--- config.mk ---
export PLATFORM = sky130hd
export DESIGN_NAME = mod_n_digit_counter_flat
export DESIGN_NICKNAME = d
export VERILOG_FILES = /design/src/rtl/mod_n_digit_counter_pkg.sv /design/src/rtl/mod_n_digit_counter_if.sv /design/src/rtl/mod_n_digit_counter_digit.sv /design/src/rtl/mod_n_digit_counter.sv /design/src/flat_wrapper.sv
export SDC_FILE = /design/constraint.sdc
export NUM_CORES = 1
export LEC_CHECK = 0
export BUFFER_PORTS_ARGS = -buffer_cell sky130_fd_sc_hd__buf_2
export CAP_MARGIN = 20
export CORE_MARGIN = 3
export CORE_UTILIZATION = 45
export DETAILED_ROUTE_END_ITERATION = 10
export PLACE_DENSITY = 0.74
export SLEW_MARGIN = 5
export SYNTH_ARGS = -nofsm -noshare
export SYNTH_HDL_FRONTEND = slang
export SYNTH_SLANG_ARGS = --single-unit
--- constraint.sdc ---
create_clock -name clk -period 1.88 [get_ports clk]
set_input_delay 0.188 -clock clk [delete_from_list [all_inputs] [get_ports clk]]
set_output_delay 0.188 -clock clk [all_outputs]
set_load 0.02 [all_outputs]
--- src/rtl/mod_n_digit_counter_pkg.sv ---
// Shared defaults and elaboration helpers for the cascaded mod-N counter.
// Imported by the digit cell and the top-level counter.
package mod_n_digit_counter_pkg;

    localparam int BASE_DEF   = 9;
    localparam int DIGITS_DEF = 2;
    localparam int DW_DEF     = 4;

    // Bits needed to hold values 0..v-1; used only for parameter checking.
    function automatic int clog2_int(input int v);
        int r;
        r = 0;
        while ((1 << r) < v) r = r + 1;
        return r;
    endfunction

endpackage

--- src/rtl/mod_n_digit_counter_if.sv ---
// Control/status bundle for mod_n_digit_counter; digit i sits at [i*DW +: DW].
// master drives the controls, slave is the counter.
interface mod_n_digit_counter_if #(
    parameter int DIGITS = 2,
    parameter int DW     = 4
);
    logic                  clr;
    logic                  ld;
    logic [DIGITS*DW-1:0]  ld_val;
    logic                  en;
    logic                  up;
    logic [DIGITS*DW-1:0]  q;
    logic                  tc;
    logic                  wrap;

    modport master (output clr, ld, ld_val, en, up, input q, tc, wrap);
    modport slave  (input clr, ld, ld_val, en, up, output q, tc, wrap);
endinterface

--- src/rtl/mod_n_digit_counter_digit.sv ---
// One mod-BASE digit: clear > load (clamped to BASE-1) > step > hold.
// Latency one edge; no backpressure, steps whenever step is high.
module mod_n_digit
    import mod_n_digit_counter_pkg::*;
#(
    parameter int BASE = BASE_DEF,
    parameter int DW   = DW_DEF
) (
    input  logic          clk,
    input  logic          rst_n,
    input  logic          clr,
    input  logic          ld,
    input  logic [DW-1:0] ld_dig,
    input  logic          step,
    input  logic          up,
    output logic [DW-1:0] dig,
    output logic          at_max,
    output logic          at_zero
);
    localparam logic [DW-1:0] MAX = DW'(BASE - 1);
    localparam logic [DW-1:0] ONE = DW'(1);

    assign at_max  = (dig == MAX);
    assign at_zero = (dig == '0);

    always_ff @(posedge clk or negedge rst_n) begin
        if (!rst_n) begin
            dig <= '0;
        end else if (clr) begin
            dig <= '0;
        end else if (ld) begin
            dig <= (ld_dig > MAX) ? MAX : ld_dig;
        end else if (step) begin
            if (up) dig <= at_max  ? '0  : dig + ONE;
            else    dig <= at_zero ? MAX : dig - ONE;
        end
    end
endmodule

--- src/rtl/mod_n_digit_counter.sv ---
// Cascaded DIGITS x mod-BASE up/down counter with load, clear, TC and WRAP.
// Q and WRAP update one edge after sampling; TC is combinational; never stalls.
module mod_n_digit_counter
    import mod_n_digit_counter_pkg::*;
#(
    parameter int BASE   = BASE_DEF,
    parameter int DIGITS = DIGITS_DEF,
    parameter int DW     = DW_DEF
) (
    input  logic                  clk,
    input  logic                  rst_n,
    mod_n_digit_counter_if.slave  bus
);
    if (clog2_int(BASE) > DW || BASE < 2) begin : g_bad_params
        $error("mod_n_digit_counter: BASE=%0d does not fit DW=%0d", BASE, DW);
    end

    logic [DIGITS-1:0] step;
    logic [DIGITS-1:0] at_max;
    logic [DIGITS-1:0] at_zero;

    // Digit i steps only when every lower digit is at its carry/borrow limit.
    for (genvar i = 0; i < DIGITS; i++) begin : g_dig
        if (i == 0) begin : g_first
            assign step[i] = bus.en;
        end else begin : g_rest
            assign step[i] = step[i-1] & (bus.up ? at_max[i-1] : at_zero[i-1]);
        end

        mod_n_digit #(.BASE(BASE), .DW(DW)) u_dig (
            .clk     (clk),
            .rst_n   (rst_n),
            .clr     (bus.clr),
            .ld      (bus.ld),
            .ld_dig  (bus.ld_val[i*DW +: DW]),
            .step    (step[i]),
            .up      (bus.up),
            .dig     (bus.q[i*DW +: DW]),
            .at_max  (at_max[i]),
            .at_zero (at_zero[i])
        );
    end

    assign bus.tc = bus.en & (bus.up ? (&at_max) : (&at_zero));

    always_ff @(posedge clk or negedge rst_n) begin
        if (!rst_n) begin
            bus.wrap <= 1'b0;
        end else if (bus.clr || bus.ld) begin
            bus.wrap <= 1'b0;
        end else begin
            bus.wrap <= bus.tc;
        end
    end
endmodule

--- src/flat_wrapper.sv ---
// flat-port wrapper written by rule: the top's interface ports become plain ports
module mod_n_digit_counter_flat import mod_n_digit_counter_pkg::*;
#(
    parameter int BASE   = BASE_DEF,
    parameter int DIGITS = DIGITS_DEF,
    parameter int DW     = DW_DEF
)
  (clk, rst_n, bus_clr, bus_ld, bus_ld_val, bus_en, bus_up, bus_q, bus_tc, bus_wrap);
  mod_n_digit_counter_if #(.DIGITS(DIGITS), .DW(DW)) bus_i ();
  input  logic clk;
  input  logic rst_n;
  input wire logic [$bits(bus_i.clr)-1:0] bus_clr;
  input wire logic [$bits(bus_i.ld)-1:0] bus_ld;
  input wire logic [$bits(bus_i.ld_val)-1:0] bus_ld_val;
  input wire logic [$bits(bus_i.en)-1:0] bus_en;
  input wire logic [$bits(bus_i.up)-1:0] bus_up;
  output wire logic [$bits(bus_i.q)-1:0] bus_q;
  output wire logic [$bits(bus_i.tc)-1:0] bus_tc;
  output wire logic [$bits(bus_i.wrap)-1:0] bus_wrap;
  assign bus_i.clr = bus_clr;
  assign bus_i.ld = bus_ld;
  assign bus_i.ld_val = bus_ld_val;
  assign bus_i.en = bus_en;
  assign bus_i.up = bus_up;
  assign bus_q = bus_i.q;
  assign bus_tc = bus_i.tc;
  assign bus_wrap = bus_i.wrap;
  mod_n_digit_counter #(.BASE(BASE), .DIGITS(DIGITS), .DW(DW)) u_core (.clk(clk), .rst_n(rst_n), .bus(bus_i));
endmodule
==> results of run 1 <==
-- logic make-up after synthesis --
family          count (synthesis)
buf+inv                        16
compound gates                 35
simple gates                   46
flops                           9
fa+ha+maj                       6
mux                             2
xor+xnor                        1
-- cells in the mapped netlist (2+ instances only) --
master / number
nor2_1: 11
buf_4: 2
ha_1: 6
nand2_1: 6
nor2b_1: 5
nand3b_1: 3
a211oi_1: 4
dfrtp_1: 9
a311oi_1: 2
a21oi_1: 8
and2_1: 3
a31oi_1: 3
or2b_1: 2
nor4b_1: 2
inv_1: 8
nor3_1: 2
clkbuf_1: 3
o21ai_0: 9
-- path summary, 6_finish.rpt --
check	from	endpoint	slack [ns]	cells past startpoint
max	u_core.g_dig[1].u_dig.dig[0]	u_core.g_dig[1].u_dig.dig[2]	0.06	5
min	bus_ld_val[1]	u_core.g_dig[0].u_dig.dig[1]	0.18	3
max reg2reg	u_core.g_dig[1].u_dig.dig[0]	u_core.g_dig[1].u_dig.dig[2]	0.06	5
min reg2reg	u_core.g_dig[0].u_dig.dig[0]	u_core.g_dig[0].u_dig.dig[0]	0.68	2
max in group asynchronous	rst_n	u_core.g_dig[0].u_dig.dig[0]	1.36	2
min in group asynchronous	rst_n	u_core.g_dig[0].u_dig.dig[3]	0.31	2
-- registers in the layout, summed over array words and instances (netlist names) --
name and flops:
u_core.bus.wrap 1, u_core.g_dig.u_dig.dig 8
-- final cells by class --
cell class | count | area share, %
clock buffer | 4 | 2.344
inverter | 8 | 2.679
multi-input combinational | 90 | 56.36
sequential | 9 | 20.42
tap | 25 | 2.790
timing repair buffer | 30 | 15.40
-- repair_timing --
item	in CTS	in global routing
endpoints found under the hold margin	9	0
resized for setup	0	7
hold buffers	1	0
endpoints found under the setup margin	0	4
-- metal layers --
metal | part of all wire [%] | vias to the layer above
met5 | 0 | -
met3 | 4.9 | 8
li1 | - | 472
met2 | 51 | 34
met1 | 42 | 465
met4 | 2.5 | 0
-- report_power, final --
group	leakage [nW]	internal (mW)	switching, mW
sequential	0.116	0.209	0.0298
clock	0.0150	0.0819	0.0730
combinational	0.381	0.121	0.153
-- worst max-delay path, stage by stage (launching register included) --
cell and delay, ns:
dfrtp_2 0.40, buf_4 0.16, ha_1 0.23, mux2_2 0.28, a221o_1 0.38, a311oi_2 0.26
==> summary.md, run 1 <==
| Metric | Value |
|---|---|
| Remaining global-route overflow | 0 |
| ANT cells | 0 |
| Dpl ws | ~0.079 ns |
| Post-synthesis mux area share | approximately 2.3% |
| CTS buffer count | 3 |
| Area leader, netlist | dfrtp_1 |
| Status | finished, final reports clean |
| Final design utilization | 61.58% |
| Nets | ~160 |
| P_leak | 0.5119 nW |
| Max Freq | ~0.55 GHz |
| First-pass DRT Iterations | 4 |
| Total Neg Setup Slack | 0 ns |
| CP endpoint kind | register |
| Main combinational cell family by area after synthesis | simple AND/OR/NAND/NOR gates |
| Vias | between 900 and 1000 |
| DRC violations left | 0 |
| Worst Tran Pin Value | 0.3843 ns |
| Yosys reg bits | 9 |
| Worst-path clk slew | 0.07 ns |
| Initial antenna violation count | 0 |
| CTS Buffer Depth | 2 |
| Total GRT Usage | between 20% and 30% |
| H-tree levels | 1 |
| Fillers | between 150 and 200 |
| Multi-input combinational cell area | around 630 µm² |
| Antenna-violating nets left | 0 |
| Vias/cell | 5.898 |
| Area share of the largest cell type after synthesis | 24.49% |
| Met1 usage | about a quarter |
| DIE AREA | around 2600 µm² |
| Area share of fa/ha/maj cells after synthesis | a little over 8% |
| Relative slew margins | roughly three quarters |
| Worst Path Max Fanout | 7 |
| CTS tree | done |
| Synth Area in Compound Gates | 24.90% |
| Xor/xnor share of the synthesized area | 0.9524% |
| Inst Count DP | ~160 |
| WP data required | 2.04 ns |
| Avg WL per Cell | between 15 and 20 µm |
| Hold slack | around 0.18 ns |
| Die height | 51.21 µm |
| Max Slew Vio Count | 0 |
| First-pass GRT wire length | 4174 µm |
| Max-cap violations | 0 |
| Top Ports | 24 |
| Share of layout cells above drive strength 1 | between 30% and 40% |
| DRT iter0 DRCs | 14 |
| Initial core utilization | around 51% |
| Final Hold Vio Count | 0 |
| Routed WL | ~2500 µm |
| Total Power | roughly 670 µW |
| Clock root buffer | clkbuf_4 |
| Period utilization | 96.84% |
| Critical Path Start Type | register |
| Syn avg cell area | about 8.0 µm² |
| Syn_nets | between 100 and 150 |
| P per Cell Area | between 500 and 600 nW/µm² |
| Post-Synth Simple-Gate Area | between 30% and 40% |
| RSZ-0062 raised after global routing | no |
| Core area | around 1800 µm² |
| Worst VDD drop | 0.3646 mV |
| Top FF cell, synth | dfrtp_1 |
| Mapped Area | roughly 920 µm² |
| Global Route met2 Usage | 37.12% |
| CP arrival | ~2 ns |
| Register area | approximately 230 µm² |
| Final std cells w/o fill | 166 |
| Final HPWL DP | just under 2000 µm |
| Syn. warnings | 0 |
| Post-route cell area | ~1100 µm² |
| Setup WS post-layout | 0.05947 ns |
| P&R area growth vs syn | 21.91% |
| Largest net degree at the start of global routing | 14 |
| PortBufs | 23 |
| Die Wd | 51.21 µm |
| Post-DP Area | around 1100 µm² |
| Crit path time final | 1.821 ns |
| Commonest non-fill, non-tap cell in the layout | buf_2 |
| Global route hottest layer | met2 |
| Met3 Use GR | between 2 and 3% |
| Post-synth EDFFs | 0 |
| CTS Sinks | 9 |
| Ys async rst share | 100.0% |
| Synth top area cells | dfrtp_1 24%, ha_1 8.2%, o21ai_0 4.9% |
| # rows | 15 |
| Final setup vio count | 0 |
| Register area share after synthesis | 24.49% |
| Most frequent cells in the layout | 22 x buf_2, 11 x nor2_1, 9 x o21ai_0 |
| Clock network latency to the later pin of the worst-skew pair | 0.26 ns |
| Post-CTS Setup Bufs | 0 |
| Gpl congestion | a little over 0.9 |
| Mapped Cells | roughly 120 |
| Yosys cell types | 45 |
| Worst hold-check path type | primary input to register |
| Kind of critical path | register to register |
| Vias in the first global route | 866 |
| Clock skew | around 0.0084 ns |
Power figures use the tool's default switching activity.
==> inputs of run 2 (changes only) <==
--- a/config.mk
+++ b/config.mk
@@ -5,12 +5,12 @@
 export SDC_FILE = /design/constraint.sdc
 export NUM_CORES = 1
 export LEC_CHECK = 0
-export BUFFER_PORTS_ARGS = -buffer_cell sky130_fd_sc_hd__buf_2
+export BUFFER_PORTS_ARGS = -buffer_cell sky130_fd_sc_hd__buf_4
 export CAP_MARGIN = 20
 export CORE_MARGIN = 3
 export CORE_UTILIZATION = 45
 export DETAILED_ROUTE_END_ITERATION = 10
-export PLACE_DENSITY = 0.74
+export PLACE_DENSITY = 0.76
 export SLEW_MARGIN = 5
 export SYNTH_ARGS = -nofsm -noshare
 export SYNTH_HDL_FRONTEND = slang
==> constraint.sdc (replaced) <==
create_clock -name clk -period 1.5 [get_ports clk]
set_input_delay 0.15 -clock clk [delete_from_list [all_inputs] [get_ports clk]]
set_output_delay 0.15 -clock clk [all_outputs]
set_load 0.02 [all_outputs]
==> run 2 against run 1 <==
Against the previous run: clock power increased by 35%; critical endpoint is now bus_tc; register-to-register slack worse by 0.23 ns; die area is the same; utilization is 22 points higher; total power grew 63%; the run now ends with setup timing left; largest power group unchanged; sequential share of layout area decreased by 5.3 points; clock skew shrank 0.0014 ns; critical path type is now register to output pin; setup slack got worse by 0.26 ns.
==> summary.md, run 2 (synthesized netlist as in run 1, its figures left out) <==
| Metric | Value |
|---|---|
| Worst Path Max Fanout | 4 (-3) |
| Status | finished, violations left |
| Met1 usage | 26.80% (+0.81 points) |
| Initial core utilization | 50.52% (unchanged) |
| Vias/cell | 5.953 (+0.93%) |
| ANT cells | 0 (unchanged) |
| Final std cells w/o fill | 190 (+14%) |
| Critical Path Start Type | register |
| CTS tree | done |
| Vias | 1131 (+16%) |
| Crit path time final | ~1.7 ns |
| Dpl ws | -0.1086 ns (-0.1873 ns) |
| Die height | 51.21 µm (unchanged) |
| First-pass DRT Iterations | 4 (unchanged) |
| P&R area growth vs syn | 65.31% |
| Worst hold-check path type | primary input to register |
| Gpl congestion | 0.8537 (-5.7%) |
| Largest registers | u_core.g_dig.u_dig.dig: 8 flops, u_core.bus.wrap: 1 flops |
| Max-cap violations | 0 (unchanged) |
| Nets | 186 (+15%) |
| Kind of critical path | register to output pin |
| Clock network latency to the later pin of the worst-skew pair | 0.28 ns (+0.02 ns) |
| Total GRT Usage | 25.34% (+3.7 points) |
| P per Cell Area | 714.4 nW/µm² (+20%) |
| Max Slew Vio Count | 0 (unchanged) |
| CTS Sinks | 9 (unchanged) |
| Setup WS post-layout | -0.1956 ns (-0.2551 ns) |
| First-pass GRT wire length | 4878 µm (+17%) |
| Worst-path clk slew | 0.07 ns (about the same) |
| H-tree levels | 1 (unchanged) |
| Share of layout cells above drive strength 1 | 53.33% (+22 points) |
| Cell family with the largest share of critical-path delay | flip-flops |
| Max reg flops | 8 (unchanged) |
| CTS buffer count | 3 (unchanged) |
| Post-DP Area | 1295 µm² (+21%) |
| Critical-path cell list | inv_4 -> ha_4 -> nor2b_4 -> buf_6 -> nand2_4 -> a21oi_4 -> buf_6 |
| Clock skew | 0.007001 ns (-0.001385 ns) |
| Avg WL per Cell | 16.57 µm (+7.9%) |
| Relative slew margins | 80.61% (+6.2 points) |
| Initial antenna violation count | 0 (unchanged) |
| Global Route met2 Usage | 47.00% (+9.9 points) |
| Largest net degree at the start of global routing | 14 (unchanged) |
| Post-route cell area | 1520 µm² (+36%) |
| Max Freq | about 0.59 GHz |
| CP arrival | 1.55 ns (-0.43 ns) |
| Global route hottest layer | met2 |
| Core area | 1821 µm² (unchanged) |
| Worst Tran Pin Value | 0.2868 ns (-0.09759 ns) |
| PortBufs | 23 (unchanged) |
| Most frequent cells in the layout | 45 x buf_4, 10 x nor2_1, 8 x buf_6 |
| DIE AREA | 2622 µm² (unchanged) |
| Routed WL | 3148 µm (+24%) |
| Largest Register | u_core.g_dig.u_dig.dig |
| DRT iter0 DRCs | 23 (+9) |
| Period utilization | 113.0% |
| Remaining global-route overflow | 0 (unchanged) |
| DRC violations left | 0 (unchanged) |
| Clock root buffer | clkbuf_4 |
| Slowest cell delay on critical path | 0.45 ns (+0.05 ns) |
| Final HPWL DP | 2086 µm (+7.7%) |
| P_leak | 0.6806 nW (+33%) |
| Total Power | 1.086 mW (+63%) |
| Final design utilization | 83.51% (+22 points) |
| Hold slack | 0.1204 ns (-0.05530 ns) |
| CTS Buffer Depth | 2 (unchanged) |
| Worst VDD drop | 0.5428 mV (+49%) |
| WP buf/inv | 3 (+2) |
| Commonest non-fill, non-tap cell in the layout | buf_4 |
| RSZ-0062 raised after global routing | yes |
| Vias in the first global route | 1097 (+27%) |
| Die Wd | 51.21 µm (unchanged) |
| Top Ports | 24 (unchanged) |
| Final setup vio count | 4 (+4) |
| Antenna-violating nets left | 0 (unchanged) |
| WP data required | 1.35 ns (-0.69 ns) |
| Crit-path most repeated cell | buf_6 |
| Total Neg Setup Slack | -0.5484 ns (-0.5484 ns) |
| Failing checks | setup timing |
| # rows | 15 (unchanged) |
| CP endpoint kind | output pin |
| Inst Count DP | 177 (+9.9%) |
| Final Hold Vio Count | 0 (unchanged) |
| Crit-path slowest cell | dfrtp_2 |
| Met3 Use GR | 3.499% (+0.87 points) |
run 2: cell count changes in the layout (fill, tap and decap cells not counted), moves of 3 or more:
cell     change
inv_1        -3
o21ai_1      +5
ha_1         -4
buf_6        +8
o21ai_0      -5
ha_4         +4
buf_2       -22
buf_4       +38
run 2: per-layer routing:
layer	up-vias	wire length, µm
li1	522	-
met1	529	1227
met2	61	1613
met3	19	152
met4	0	155
met5	-	0
run 2: where the power goes:
| group | total, mW | leakage, nW | internal, mW | switching [mW] |
|---|---|---|---|---|
| sequential | 0.288 | 0.114 | 0.263 | 0.0246 |
| combinational | 0.589 | 0.551 | 0.308 | 0.281 |
| clock | 0.209 | 0.0150 | 0.103 | 0.106 |
| total | 1.09 | 0.681 | 0.674 | 0.412 |
run 2: worst min-delay path: cells and delay by family:
family | cells | cell delay [ns]
buffers and inverters | 1 | 0.08
AO/OA/AOI/OAI | 1 | 0.07
AND/OR/NAND/NOR | 1 | 0.06
run 2: repair_timing:
action,in CTS,in global routing
endpoints found under the hold margin,9,0
setup endpoints to repair,6,9
setup buffers,8,1
pin swaps,9,10
hold buffers,1,0
resized for setup,14,19
run 2: layout make-up:
class	instances	area (µm²)
multi-input combinational	90	759.5
fill	114	300.3
inverter	8	35.03
tap	25	31.28
sequential	9	230.2
timing repair buffer	54	437.9
clock buffer	4	26.28
run 2: path summary, 6_finish.rpt:
kind | from | to | slack (ns) | depth (start not counted)
setup reg to reg | u_core.g_dig[1].u_dig.dig[0] | u_core.g_dig[1].u_dig.dig[3] | -0.17 | 7
max in group asynchronous | rst_n | u_core.g_dig[0].u_dig.dig[0] | 1.09 | 2
hold / removal | bus_ld_val[1] | u_core.g_dig[0].u_dig.dig[1] | 0.12 | 3
min in group asynchronous | rst_n | u_core.g_dig[1].u_dig.dig[0] | 0.25 | 2
setup / recovery | u_core.g_dig[1].u_dig.dig[0] | bus_tc | -0.20 | 7
hold reg to reg | u_core.g_dig[0].u_dig.dig[0] | u_core.g_dig[0].u_dig.dig[0] | 0.74 | 3
